File: src/rtl/seq_pkg.sv
// Shared widths and state encodings for the run_sequencer host job controller.
package seq_pkg;

    localparam int unsigned DATA_W = 8;
    localparam int unsigned ADDR_W = 8;
    localparam int unsigned CNT_W  = 16;
    localparam int unsigned IDX_W  = 9;
    localparam int unsigned ST_W   = 3;

    localparam logic [ST_W-1:0] S_IDLE     = 3'd0;
    localparam logic [ST_W-1:0] S_LOAD     = 3'd1;
    localparam logic [ST_W-1:0] S_CORE_RST = 3'd2;
    localparam logic [ST_W-1:0] S_RUN      = 3'd3;
    localparam logic [ST_W-1:0] S_FETCH    = 3'd4;
    localparam logic [ST_W-1:0] S_SEND     = 3'd5;

endpackage

File: src/rtl/run_sequencer.sv
// Host-side job controller: preloads data memory, runs the core under a cycle
// budget, then streams a result window of data memory back to the host.
module run_sequencer
    import seq_pkg::*;
#(
    parameter logic [ADDR_W-1:0] LOAD_BASE  = 8'h00,
    parameter logic [IDX_W-1:0]  LOAD_LEN   = 9'd64,
    parameter logic [ADDR_W-1:0] RES_BASE   = 8'h40,
    parameter logic [IDX_W-1:0]  RES_LEN    = 9'd32,
    parameter int unsigned       RST_CYCLES = 4,
    parameter logic [CNT_W-1:0]  MAX_CYCLES = 16'd4096
) (
    input  logic              clk,
    input  logic              reset,
    input  logic              start,
    input  logic              in_valid,
    input  logic [DATA_W-1:0] in_data,
    output logic              in_ready,
    output logic              out_valid,
    output logic [DATA_W-1:0] out_data,
    input  logic              out_ready,
    output logic              core_reset,
    input  logic              core_done,
    output logic              mem_sel,
    output logic              mem_wr_en,
    output logic [ADDR_W-1:0] mem_addr,
    output logic [DATA_W-1:0] mem_dat_in,
    input  logic [DATA_W-1:0] mem_dat_out,
    output logic              busy,
    output logic              timeout,
    output logic [CNT_W-1:0]  cycles
);

    logic [ST_W-1:0]   r_state;
    logic [ST_W-1:0]   w_state_nxt;
    logic [IDX_W-1:0]  r_idx;
    logic [IDX_W-1:0]  w_idx_nxt;
    logic [IDX_W-1:0]  w_idx_inc;
    logic [CNT_W-1:0]  r_cnt;
    logic [CNT_W-1:0]  w_cnt_nxt;
    logic [CNT_W-1:0]  r_rst_cnt;
    logic [CNT_W-1:0]  w_rst_cnt_nxt;
    logic              r_timeout;
    logic              w_timeout_nxt;
    logic [DATA_W-1:0] r_out_data;
    logic [DATA_W-1:0] w_out_data_nxt;
    logic              r_in_ready;
    logic              r_out_valid;
    logic              r_core_reset;
    logic              r_mem_sel;
    logic              r_busy;
    logic              w_load_acc;

    // State and datapath registers; handshake outputs are decoded from the next state
    always_ff @(posedge clk) begin
        if (reset) begin
            r_state      <= S_IDLE;
            r_idx        <= '0;
            r_cnt        <= '0;
            r_rst_cnt    <= '0;
            r_timeout    <= 1'b0;
            r_out_data   <= '0;
            r_in_ready   <= 1'b0;
            r_out_valid  <= 1'b0;
            r_core_reset <= 1'b1;
            r_mem_sel    <= 1'b1;
            r_busy       <= 1'b0;
        end else begin
            r_state      <= w_state_nxt;
            r_idx        <= w_idx_nxt;
            r_cnt        <= w_cnt_nxt;
            r_rst_cnt    <= w_rst_cnt_nxt;
            r_timeout    <= w_timeout_nxt;
            r_out_data   <= w_out_data_nxt;
            r_in_ready   <= (w_state_nxt == S_LOAD);
            r_out_valid  <= (w_state_nxt == S_SEND);
            r_core_reset <= (w_state_nxt != S_RUN);
            r_mem_sel    <= (w_state_nxt != S_RUN);
            r_busy       <= (w_state_nxt != S_IDLE);
        end
    end

    // Next-state and datapath update
    always_comb begin
        w_state_nxt    = r_state;
        w_idx_nxt      = r_idx;
        w_cnt_nxt      = r_cnt;
        w_rst_cnt_nxt  = r_rst_cnt;
        w_timeout_nxt  = r_timeout;
        w_out_data_nxt = r_out_data;
        w_load_acc     = 1'b0;
        w_idx_inc      = r_idx + IDX_W'(1);

        case (r_state)
            S_IDLE: begin
                if (start) begin
                    w_idx_nxt     = '0;
                    w_cnt_nxt     = '0;
                    w_rst_cnt_nxt = '0;
                    w_timeout_nxt = 1'b0;
                    w_state_nxt   = (LOAD_LEN == '0) ? S_CORE_RST : S_LOAD;
                end
            end
            S_LOAD: begin
                if (in_valid && r_in_ready) begin
                    w_load_acc = 1'b1;
                    w_idx_nxt  = w_idx_inc;
                    if (w_idx_inc == LOAD_LEN) begin
                        w_rst_cnt_nxt = '0;
                        w_state_nxt   = S_CORE_RST;
                    end
                end
            end
            S_CORE_RST: begin
                if (r_rst_cnt == CNT_W'(RST_CYCLES - 1)) begin
                    w_cnt_nxt   = '0;
                    w_state_nxt = S_RUN;
                end else begin
                    w_rst_cnt_nxt = r_rst_cnt + CNT_W'(1);
                end
            end
            S_RUN: begin
                // core_done outranks the budget so a last-cycle finish is not a timeout
                if (core_done) begin
                    w_idx_nxt   = '0;
                    w_state_nxt = (RES_LEN == '0) ? S_IDLE : S_FETCH;
                end else if (r_cnt == MAX_CYCLES - CNT_W'(1)) begin
                    w_cnt_nxt     = MAX_CYCLES;
                    w_timeout_nxt = 1'b1;
                    w_idx_nxt     = '0;
                    w_state_nxt   = (RES_LEN == '0) ? S_IDLE : S_FETCH;
                end else begin
                    w_cnt_nxt = r_cnt + CNT_W'(1);
                end
            end
            S_FETCH: begin
                w_out_data_nxt = mem_dat_out;
                w_state_nxt    = S_SEND;
            end
            S_SEND: begin
                if (out_ready) begin
                    w_idx_nxt   = w_idx_inc;
                    w_state_nxt = (w_idx_inc == RES_LEN) ? S_IDLE : S_FETCH;
                end
            end
            default: begin
                w_state_nxt = S_IDLE;
            end
        endcase
    end

    // Memory port: write only on an accepted preload byte, read address only in FETCH
    always_comb begin
        mem_wr_en  = w_load_acc;
        mem_dat_in = w_load_acc ? in_data : '0;
        mem_addr   = '0;
        if (w_load_acc) begin
            mem_addr = LOAD_BASE + r_idx[ADDR_W-1:0];
        end else if (r_state == S_FETCH) begin
            mem_addr = RES_BASE + r_idx[ADDR_W-1:0];
        end
    end

    assign in_ready   = r_in_ready;
    assign out_valid  = r_out_valid;
    assign out_data   = r_out_data;
    assign core_reset = r_core_reset;
    assign mem_sel    = r_mem_sel;
    assign busy       = r_busy;
    assign timeout    = r_timeout;
    assign cycles     = r_cnt;

endmodule

File: config.mk
export PLATFORM = sky130hd
export DESIGN_NAME = run_sequencer
export DESIGN_NICKNAME = d
export VERILOG_FILES = /design/src/rtl/seq_pkg.sv /design/src/rtl/run_sequencer.sv
export SDC_FILE = /design/constraint.sdc
export NUM_CORES = 1
export LEC_CHECK = 0
export ABC_AREA = 1
export CORE_MARGIN = 5
export CORE_UTILIZATION = 55
export DETAILED_ROUTE_END_ITERATION = 8
export PLACE_DENSITY = 0.89
export SKIP_CTS_REPAIR_TIMING = 1
export SLEW_MARGIN = 10
export SYNTH_ARGS = -nofsm -noshare
export SYNTH_HDL_FRONTEND = slang
export SYNTH_SLANG_ARGS = --single-unit
File: constraint.sdc
create_clock -name clk -period 4.65 [get_ports clk]
set_input_delay 0.93 -clock clk [delete_from_list [all_inputs] [get_ports clk]]
set_output_delay 0.93 -clock clk [all_outputs]
set_load 0.005 [all_outputs]
==> results of run 1 <==
[placed cells by master (no fill, tap or decap), drive strengths merged]
master | Yosys | final
clkbuf | 6 | 12
nor4 | 5 | 5
o211ai | 2 | 2
clkinv | 0 | 2
nor3 | 12 | 12
o21bai | 1 | 1
nand3b | 1 | 1
a21oi | 35 | 35
or2 | 3 | 3
xnor2 | 1 | 1
nand2 | 142 | 142
xor2 | 5 | 5
clkdlybuf4s50 | 0 | 68
nand3 | 48 | 48
a31oi | 2 | 2
buf | 6 | 1
o21ai | 25 | 25
nand4 | 13 | 13
bufinv | 0 | 1
nor2 | 85 | 85
inv | 80 | 80
dfxtp | 57 | 57
ha | 4 | 4
[area by class of cell]
class	count	share of cell area, %
flip-flops and latches	57	26.9
clock buffers	12	3.66
repair buffers	69	16.2
well taps	75	2.21
multi-input cells	384	42.9
inverters	80	7.14
clock inverters	3	0.945
[cells by family (layout without fill, tap and decap cells)]
logic type      Yosys count  in the layout
simple gates            309            309
buf+inv                  92            164
compound gates           65             65
flops                    57             57
xor+xnor                  6              6
fa+ha+maj                 4              4
[path summary, 6_finish.rpt]
kind | slack, ns | start | to | cells after the start
hold / removal | 0.46 | r_rst_cnt[15]$_SDFFE_PP0P_ | r_rst_cnt[15]$_SDFFE_PP0P_ | 2
setup reg to reg | 2.41 | r_state[0]$_SDFF_PP0_ | cycles[3]$_SDFFE_PP0P_ | 9
hold reg to reg | 0.46 | r_rst_cnt[15]$_SDFFE_PP0P_ | r_rst_cnt[15]$_SDFFE_PP0P_ | 2
setup / recovery | 1.08 | in_valid | mem_addr[5] | 8
[synthesized netlist by cell type, types with 6 or more instances]
library cell / instances / share of area [%]
clkbuf_1: 6 / 0.67
dfxtp_1: 57 / 34
nand2_2: 8 / 1.5
nand4_1: 13 / 2.4
o21ai_0: 23 / 3.4
nor2_1: 79 / 8.9
nand2_1: 132 / 15
nor3_1: 10 / 1.5
nand3_1: 47 / 7.0
nor2_2: 6 / 1.1
inv_1: 74 / 8.3
a21oi_1: 34 / 5.1
[worst max-delay path: stages]
cell             delay, ns
clkdlybuf4s50_1       0.41
nand2_1               0.09
inv_1                 0.07
nand2_2               0.16
inv_1                 0.11
nor2_1                0.33
nor2_1                0.08
clkdlybuf4s50_1       0.46
[through the flow]
| step | cell area (um2) | setup slack, ns | cells |
|---|---|---|---|
| 6_report | 4240 | 1.08 | 680 |
| 5_1_grt | 4240 | 0.920 | 680 |
| 4_1_cts | 4240 | 1.08 | 680 |
| 3_5_place_dp | 4040 | 1.09 | 665 |
| 3_3_place_gp | 4040 | 1.14 | 665 |
| 2_1_floorplan | 3340 | 2.10 | 533 |
[where the power goes]
part / leakage [nW] / internal (mW) / total (mW) / switching [mW]
clock: 0.102 / 0.272 / 0.465 / 0.194
combinational: 1.13 / 0.0420 / 0.103 / 0.0611
sequential: 0.460 / 0.494 / 0.499 / 0.00470
total: 1.69 / 0.808 / 1.07 / 0.259
[sequential cells by signal, indices dropped and copies added (netlist names)]
register   cells
timeout        1
in_ready       1
busy           1
r_idx          9
cycles        16
r_rst_cnt     16
r_state        3
out_data       8
out_valid      1
mem_sel        1
[layer usage]
layer / wire length [um] / vias up / track usage, % / part of all wire, %
li1: - / 1834 / - / -
met1: 3850 / 1633 / 31.8 / 44
met2: 4200 / 114 / 38.3 / 49
met3: 472 / 15 / 5.55 / 5.5
met4: 137 / 0 / 8.79 / 1.6
met5: 0 / - / 0 / 0
==> metrics.csv, run 1 <==
metric,value,unit
status,"complete, no violations",
cell count after synthesis,533,
Die Ht,87.9,um
worst ir drop on vdd,0.188,mV
number of fillers in the final layout,497,
via count,3596,
number of antenna violations at the first check in global routing,0,
final critical-path share of the clock period,76.7,%
maximum number of pins on one net before global-route repair,33,
number of failing hold endpoints at the final stage,0,
required time of the critical path,3.72,ns
Final HPWL DP,6.43,mm
Mapped Avg Cell Area,6.26,um2
Placer Congestion,0.981,
total of warnings raised by yosys,0,
overall power after layout,1.07,mW
type of destination of the critical path,primary output,
fraction of layout cells with a size suffix above 1,7.27,%
post-synthesis adder-cell area fraction,1.50,%
Final setup viols,0,
biggest fanout along the worst timing path,10,
effective utilization at floorplan,56.4,%
ys flop type,dfxtp_1,
total leakage power,1.69,nW
final core utilization,71.6,%
synthesized-area fraction occupied by and/or/nand/nor cells,41.0,%
main combinational cell family by area after synthesis,simple AND/OR/NAND/NOR gates,
area overhead of the layout relative to synthesis,27.0,%
number of flip-flops and latches in the synthesized netlist,57,
DRT Pass-1 Iters,5,
Row Count,28,
Hold Crit Class,flip-flop to flip-flop,
Floorplan Core Area,5920,um2
Total Negative Setup Slacks,0,ns
number of placed I/O pins,69,
Max-cap violations,0,
TritonCTS clock tree,done,
RSZ-0062 raised after global routing,no,
clock transition at the register clock pins on the worst setup and hold paths after CTS,0.06,ns
"FFs w/ async S/R, synth",0,%
combined flip-flop and latch cell area,1140,um2
footprint of the multi-input gates,1820,um2
multiplexer area fraction after synthesis,0,%
timing-limited maximum frequency,280,MHz
WL per Instance,12.7,um
vias in the first global route,3204,
# nets final,627,
vias per cell,5.29,
"antenna viol nets, final",0,
Startpoint Class,input pin,
global routing usage summed across all routing layers,24.0,%
Setup Skew,0.00856,ns
clock buffer depth,2,
number of antenna cells inserted,0,
slew of the pin with the lowest slew margin,0.675,ns
Final min period,3.57,ns
max-slew headroom at the worst pin,54.9,%
Final Max Tran Viols,0,
global-route congestion overflow total,0,
count of port buffers added during placement,68,
CTS Buf Count,9,
"Seq/Total Area, Yosys",34.2,%
"Arr. time, crit path",2.64,ns
Initial DRC Count,300,
Synth Area in Compound Gates,10.4,%
Die Area,7720,um2
number of H-tree branching levels,3,
number of unique standard cell types used by synthesis,31,
PD cells,252,nW/um2
Hold Slack,0.464,ns
xor and xnor area share after synthesis,1.57,%
CTS Root Buffer Type,clkbuf_8,
wire length of the first global-routing pass,14.8,mm
total standard cell area after synthesis,3340,um2
routed wire length,8.65,mm
# clock sinks,57,
Synth Net Count,559,
DRC violations left,0,
"EDFF count, synth",0,
"Clk Latency, worst-skew pair",0.34,ns
start-to-end type of the worst setup path,input pin to primary output,
die width,87.9,um
Note: power is estimated with default switching activity, not from simulation.
==> run 2: changes to the inputs <==
- CORE_UTILIZATION: 55 -> 47
- PLACE_DENSITY: 0.89 -> 0.81
- clock period: 4.65 -> 3.2 ns (I/O delays scaled with it)
==> metrics.csv, run 2 (synthesis gave the netlist of run 1 again) <==
metric,value,unit,change
maximum number of pins on one net before global-route repair,32,,-3.0%
DRT Pass-1 Iters,4,,-1
Floorplan Core Area,6870,um2,+16%
via count,3549,,-1.3%
CTS Buf Count,9,,unchanged
Setup Skew,0.0101,ns,+0.00158 ns
PD cells,407,nW/um2,+62%
WL per Instance,12.5,um,-1.9%
number of failing hold endpoints at the final stage,0,,unchanged
placed insts,688,,+3.5%
Placer Congestion,0.903,,-8.0%
Die Ht,94.3,um,+7.2%
total leakage power,1.72,nW,+1.9%
# clock sinks,57,,unchanged
Final min period,2.99,ns,
required time of the critical path,2.56,ns,-1.16 ns
global routing usage summed across all routing layers,20.9,%,-3.2 points
Worst Reg-to-Reg Cells,10,,+1
clock buffer depth,2,,unchanged
number of antenna cells inserted,0,,unchanged
cell type of the slowest stage on the worst timing path,clkdlybuf4s50_1,,
number of H-tree branching levels,3,,unchanged
sequence of cells on the critical path,clkdlybuf4s50_1 > nand2_1 > inv_1 > nand2_2 > inv_1 > a21oi_1 > a21oi_1 > clkdlybuf4s50_1,,
biggest fanout along the worst timing path,10,,unchanged
"number of standard cells in the layout, taps in and fillers out",704,,+3.5%
wire length of the first global-routing pass,15.0,mm,+0.93%
"leading cell type in the layout, fill and taps excluded",nand2_1,,
Final setup viols,0,,unchanged
number of fillers in the final layout,635,,+28%
longest individual stage delay on the worst path,0.53,ns,+0.07 ns
effective utilization at floorplan,48.6,%,-7.8 points
Initial DRC Count,194,,-35%
vias in the first global route,3430,,+7.1%
"top library cells by usage in the layout, fill and taps aside","132 x nand2_1, 78 x nor2_1, 74 x inv_1",,
area overhead of the layout relative to synthesis,30.4,%,
"Clk Latency, worst-skew pair",0.34,ns,about the same
type of destination of the critical path,primary output,,
start-to-end type of the worst setup path,input pin to primary output,,
fraction of layout cells with a size suffix above 1,7.73,%,+0.46 points
CTS Root Buffer Type,clkbuf_8,,
number of antenna violations at the first check in global routing,0,,unchanged
die width,94.3,um,+7.2%
footprint of the multi-input gates,1830,um2,+0.41%
"antenna viol nets, final",0,,unchanged
Final Max Tran Viols,0,,unchanged
"Arr. time, crit path",2.35,ns,-0.29 ns
instance count along the most critical hold path,2,,unchanged
DRC violations left,0,,unchanged
Row Count,30,,+7.1%
Die Area,8880,um2,+15%
max-slew headroom at the worst pin,57.3,%,+2.4 points
TritonCTS clock tree,done,,
slew of the pin with the lowest slew margin,0.640,ns,-0.0359 ns
Startpoint Class,input pin,,
vias per cell,5.04,,-4.7%
number of placed I/O pins,69,,unchanged
global-route congestion overflow total,0,,unchanged
count of port buffers added during placement,68,,unchanged
Max-cap violations,0,,unchanged
routed wire length,8.79,mm,+1.6%
RSZ-0062 raised after global routing,no,,
# nets final,629,,+0.32%
final critical-path share of the clock period,93.4,%,
status,"complete, no violations",,
timing-limited maximum frequency,335,MHz,
worst ir drop on vdd,0.277,mV,+47%
clock transition at the register clock pins on the worst setup and hold paths after CTS,0.07,ns,about the same
R2R setup slack,1.03,ns,-1.38 ns
Hold Crit Class,flip-flop to flip-flop,,
Total Negative Setup Slacks,0,ns,unchanged
Final HPWL DP,6.37,mm,-0.94%
combined flip-flop and latch cell area,1140,um2,unchanged
## run 2: cell count changes in the layout (fill, tap and decap cells not counted), sizes merged
cell | previous run | this run
clkinv | 2 | 0
buf | 1 | 3
clkinvlp | 0 | 1
clkbuf | 12 | 11
bufinv | 1 | 4
## run 2: worst max-delay path: cells and delay by family
kind / cells / cell delay [ns]
AOI/OAI and AO/OA: 2 / 0.22
and+or+nand+nor: 2 / 0.23
buffers and inverters: 4 / 1.26
## run 2: area by class of cell
class	count	share of cell area [%]
clock buffer	11	3.02
clock inverter	5	2.93
inverter	80	6.96
multi-input combinational	384	41.9
sequential	57	26.2
tap	96	2.76
timing repair buffer	71	16.2
## run 2: worst paths after layout
path | start | end
max | in_valid | mem_addr[7]
min | r_rst_cnt[15]$_SDFFE_PP0P_ | r_rst_cnt[15]$_SDFFE_PP0P_
max reg2reg | r_rst_cnt[0]$_SDFFE_PP0P_ | cycles[4]$_SDFFE_PP0P_
min reg2reg | r_rst_cnt[15]$_SDFFE_PP0P_ | r_rst_cnt[15]$_SDFFE_PP0P_
## run 2: where the power goes
group | leakage [nW] | internal [mW] | switching (mW) | total [mW]
logic | 1.14 | 0.0616 | 0.0913 | 0.153
registers | 0.460 | 0.718 | 0.00613 | 0.724
clock network | 0.124 | 0.597 | 0.298 | 0.895
## run 2: routing by layer
layer	wire length, um	track usage (%)	vias up
met2	4260	35.0	81
met1	4000	25.8	1617
li1	-	-	1833
met5	0	0	-
met4	150	9.03	0
met3	383	4.09	18
## run 2: metrics by stage
step / utilization, % / cell area, um2 / power, mW / hold WS (ns) / worst slack [ns]
floorplan: - / 3340 / 0.834 / 0.439 / 1.23
global placement: 59.5 / 4090 / 0.887 / 0.450 / 0.184
detailed placement: 59.5 / 4090 / 0.890 / 0.460 / 0.174
CTS: 63.2 / 4340 / 1.78 / 0.470 / 0.150
global route: 63.4 / 4350 / 1.83 / 0.497 / 0.0783
finish: 63.4 / 4350 / 1.77 / 0.468 / 0.212
==> run 3: changes to the inputs <==
- GPL_TIMING_DRIVEN: default -> 0
- PLACE_DENSITY: 0.81 -> 0.79
==> metrics.csv, run 3 (synthesis gave the netlist of run 1 again) <==
metric,value,unit,change
routed wire length,8.94,mm,+1.7%
# nets final,638,,+1.4%
Setup Skew,0.0115,ns,+0.00140 ns
final critical-path share of the clock period,93.2,%,-0.19 points
number of placed I/O pins,69,,unchanged
"antenna viol nets, final",0,,unchanged
instance count along the most critical hold path,2,,unchanged
global routing usage summed across all routing layers,21.5,%,+0.68 points
Final setup viols,0,,unchanged
wire length of the first global-routing pass,15.6,mm,+4.5%
slew of the pin with the lowest slew margin,0.582,ns,-0.0573 ns
sequence of cells on the critical path,clkdlybuf4s50_1 > nand2_1 > inv_1 > nand2_2 > inv_1 > a21oi_1 > a21oi_1 > clkdlybuf4s50_1,,
die width,94.3,um,unchanged
required time of the critical path,2.56,ns,about the same
number of H-tree branching levels,3,,unchanged
maximum number of pins on one net before global-route repair,11,,-66%
vias in the first global route,3467,,+1.1%
"leading cell type in the layout, fill and taps excluded",nand2_1,,
area overhead of the layout relative to synthesis,31.0,%,
Total Negative Setup Slacks,0,ns,unchanged
Initial DRC Count,246,,+27%
total leakage power,1.73,nW,+0.34%
CTS Root Buffer Type,clkbuf_8,,
clock buffer depth,2,,unchanged
start-to-end type of the worst setup path,input pin to primary output,,
count of port buffers added during placement,68,,unchanged
RSZ-0062 raised after global routing,no,,
global-route congestion overflow total,0,,unchanged
Die Area,8880,um2,unchanged
Startpoint Class,input pin,,
Final min period,2.98,ns,-0.00600 ns
Floorplan Core Area,6870,um2,unchanged
Final HPWL DP,6.67,mm,+4.8%
CTS Buf Count,9,,unchanged
number of antenna cells inserted,0,,unchanged
vias per cell,5.10,,+1.2%
cell type of the slowest stage on the worst timing path,clkdlybuf4s50_1,,
Hold Crit Class,flip-flop to flip-flop,,
worst ir drop on vdd,0.241,mV,-13%
"top library cells by usage in the layout, fill and taps aside","132 x nand2_1, 78 x nor2_1, 74 x inv_1",,
Placer Congestion,0.980,,+8.5%
clock transition at the register clock pins on the worst setup and hold paths after CTS,0.06,ns,about the same
Row Count,30,,unchanged
Die Ht,94.3,um,unchanged
number of antenna violations at the first check in global routing,0,,unchanged
max-slew headroom at the worst pin,61.2,%,+3.9 points
"Arr. time, crit path",2.34,ns,about the same
longest individual stage delay on the worst path,0.53,ns,about the same
WL per Instance,12.5,um,+0.43%
effective utilization at floorplan,48.6,%,unchanged
Final Max Tran Viols,0,,unchanged
TritonCTS clock tree,done,,
via count,3636,,+2.5%
DRC violations left,0,,unchanged
"Clk Latency, worst-skew pair",0.34,ns,about the same
timing-limited maximum frequency,335,MHz,+0.20%
# clock sinks,57,,unchanged
type of destination of the critical path,primary output,,
fraction of layout cells with a size suffix above 1,8.10,%,+0.37 points
status,"complete, no violations",,
number of failing hold endpoints at the final stage,0,,unchanged
DRT Pass-1 Iters,5,,+1
final core utilization,63.6,%,+0.27 points
PD cells,381,nW/um2,-6.4%
Max-cap violations,0,,unchanged
Worst Reg-to-Reg Cells,13,,+3
biggest fanout along the worst timing path,10,,unchanged
[run 3: cell types whose count changed in the layout (fill, tap and decap cells not counted), sizes merged]
cell      change
bufinv        -2
clkbuf        +7
clkinvlp      +1
buf           +3
[run 3: critical path: cells and delay by family]
| family | cells | cell delay (ns) |
|---|---|---|
| compound gates | 2 | 0.20 |
| buf+inv | 4 | 1.27 |
| simple gates | 2 | 0.23 |
[run 3: final timing paths]
| check | start | endpoint | slack (ns) |
|---|---|---|---|
| max | in_valid | mem_addr[7] | 0.22 |
| min | r_rst_cnt[15]$_SDFFE_PP0P_ | r_rst_cnt[15]$_SDFFE_PP0P_ | 0.46 |
| max reg2reg | r_idx[1]$_SDFFE_PP0P_ | r_rst_cnt[0]$_SDFFE_PP0P_ | 1.05 |
| min reg2reg | r_rst_cnt[15]$_SDFFE_PP0P_ | r_rst_cnt[15]$_SDFFE_PP0P_ | 0.46 |
[run 3: stage by stage]
| step | std cells | worst slack [ns] | hold slack [ns] | power (mW) | instance area [um2] |
|---|---|---|---|---|---|
| global placement | 697 | 0.147 | 0.452 | 0.899 | 4140 |
| floorplan | 533 | 1.23 | 0.439 | 0.834 | 3340 |
| CTS | 713 | 0.129 | 0.463 | 1.67 | 4370 |
| detailed placement | 697 | 0.140 | 0.453 | 0.901 | 4140 |
| finish | 713 | 0.218 | 0.459 | 1.67 | 4370 |
| global route | 713 | 0.0224 | 0.491 | 1.73 | 4370 |
[run 3: power breakdown]
group          leakage (nW)  switching [mW]  internal (mW)
clock                 0.109           0.297          0.481
sequential            0.460         0.00648          0.718
combinational          1.16          0.0939         0.0694
[run 3: final cells by class]
cell class,instances,area (um2)
Timing Repair Buffer,68,681
Clock buffer,12,155
Sequential cell,57,1140
Tap cell,96,120
Clock inverter,4,75.1
Buffer,12,75.1
Fill cell,640,2500
Multi-Input combinational cell,384,1820
Inverter,80,303
[run 3: routing by layer]
layer | global-route usage, % | routed length, um
met1 | 27.3 | 3970
met2 | 36.5 | 4370
met3 | 5.21 | 526
met4 | 5.42 | 76
met5 | 0 | 0
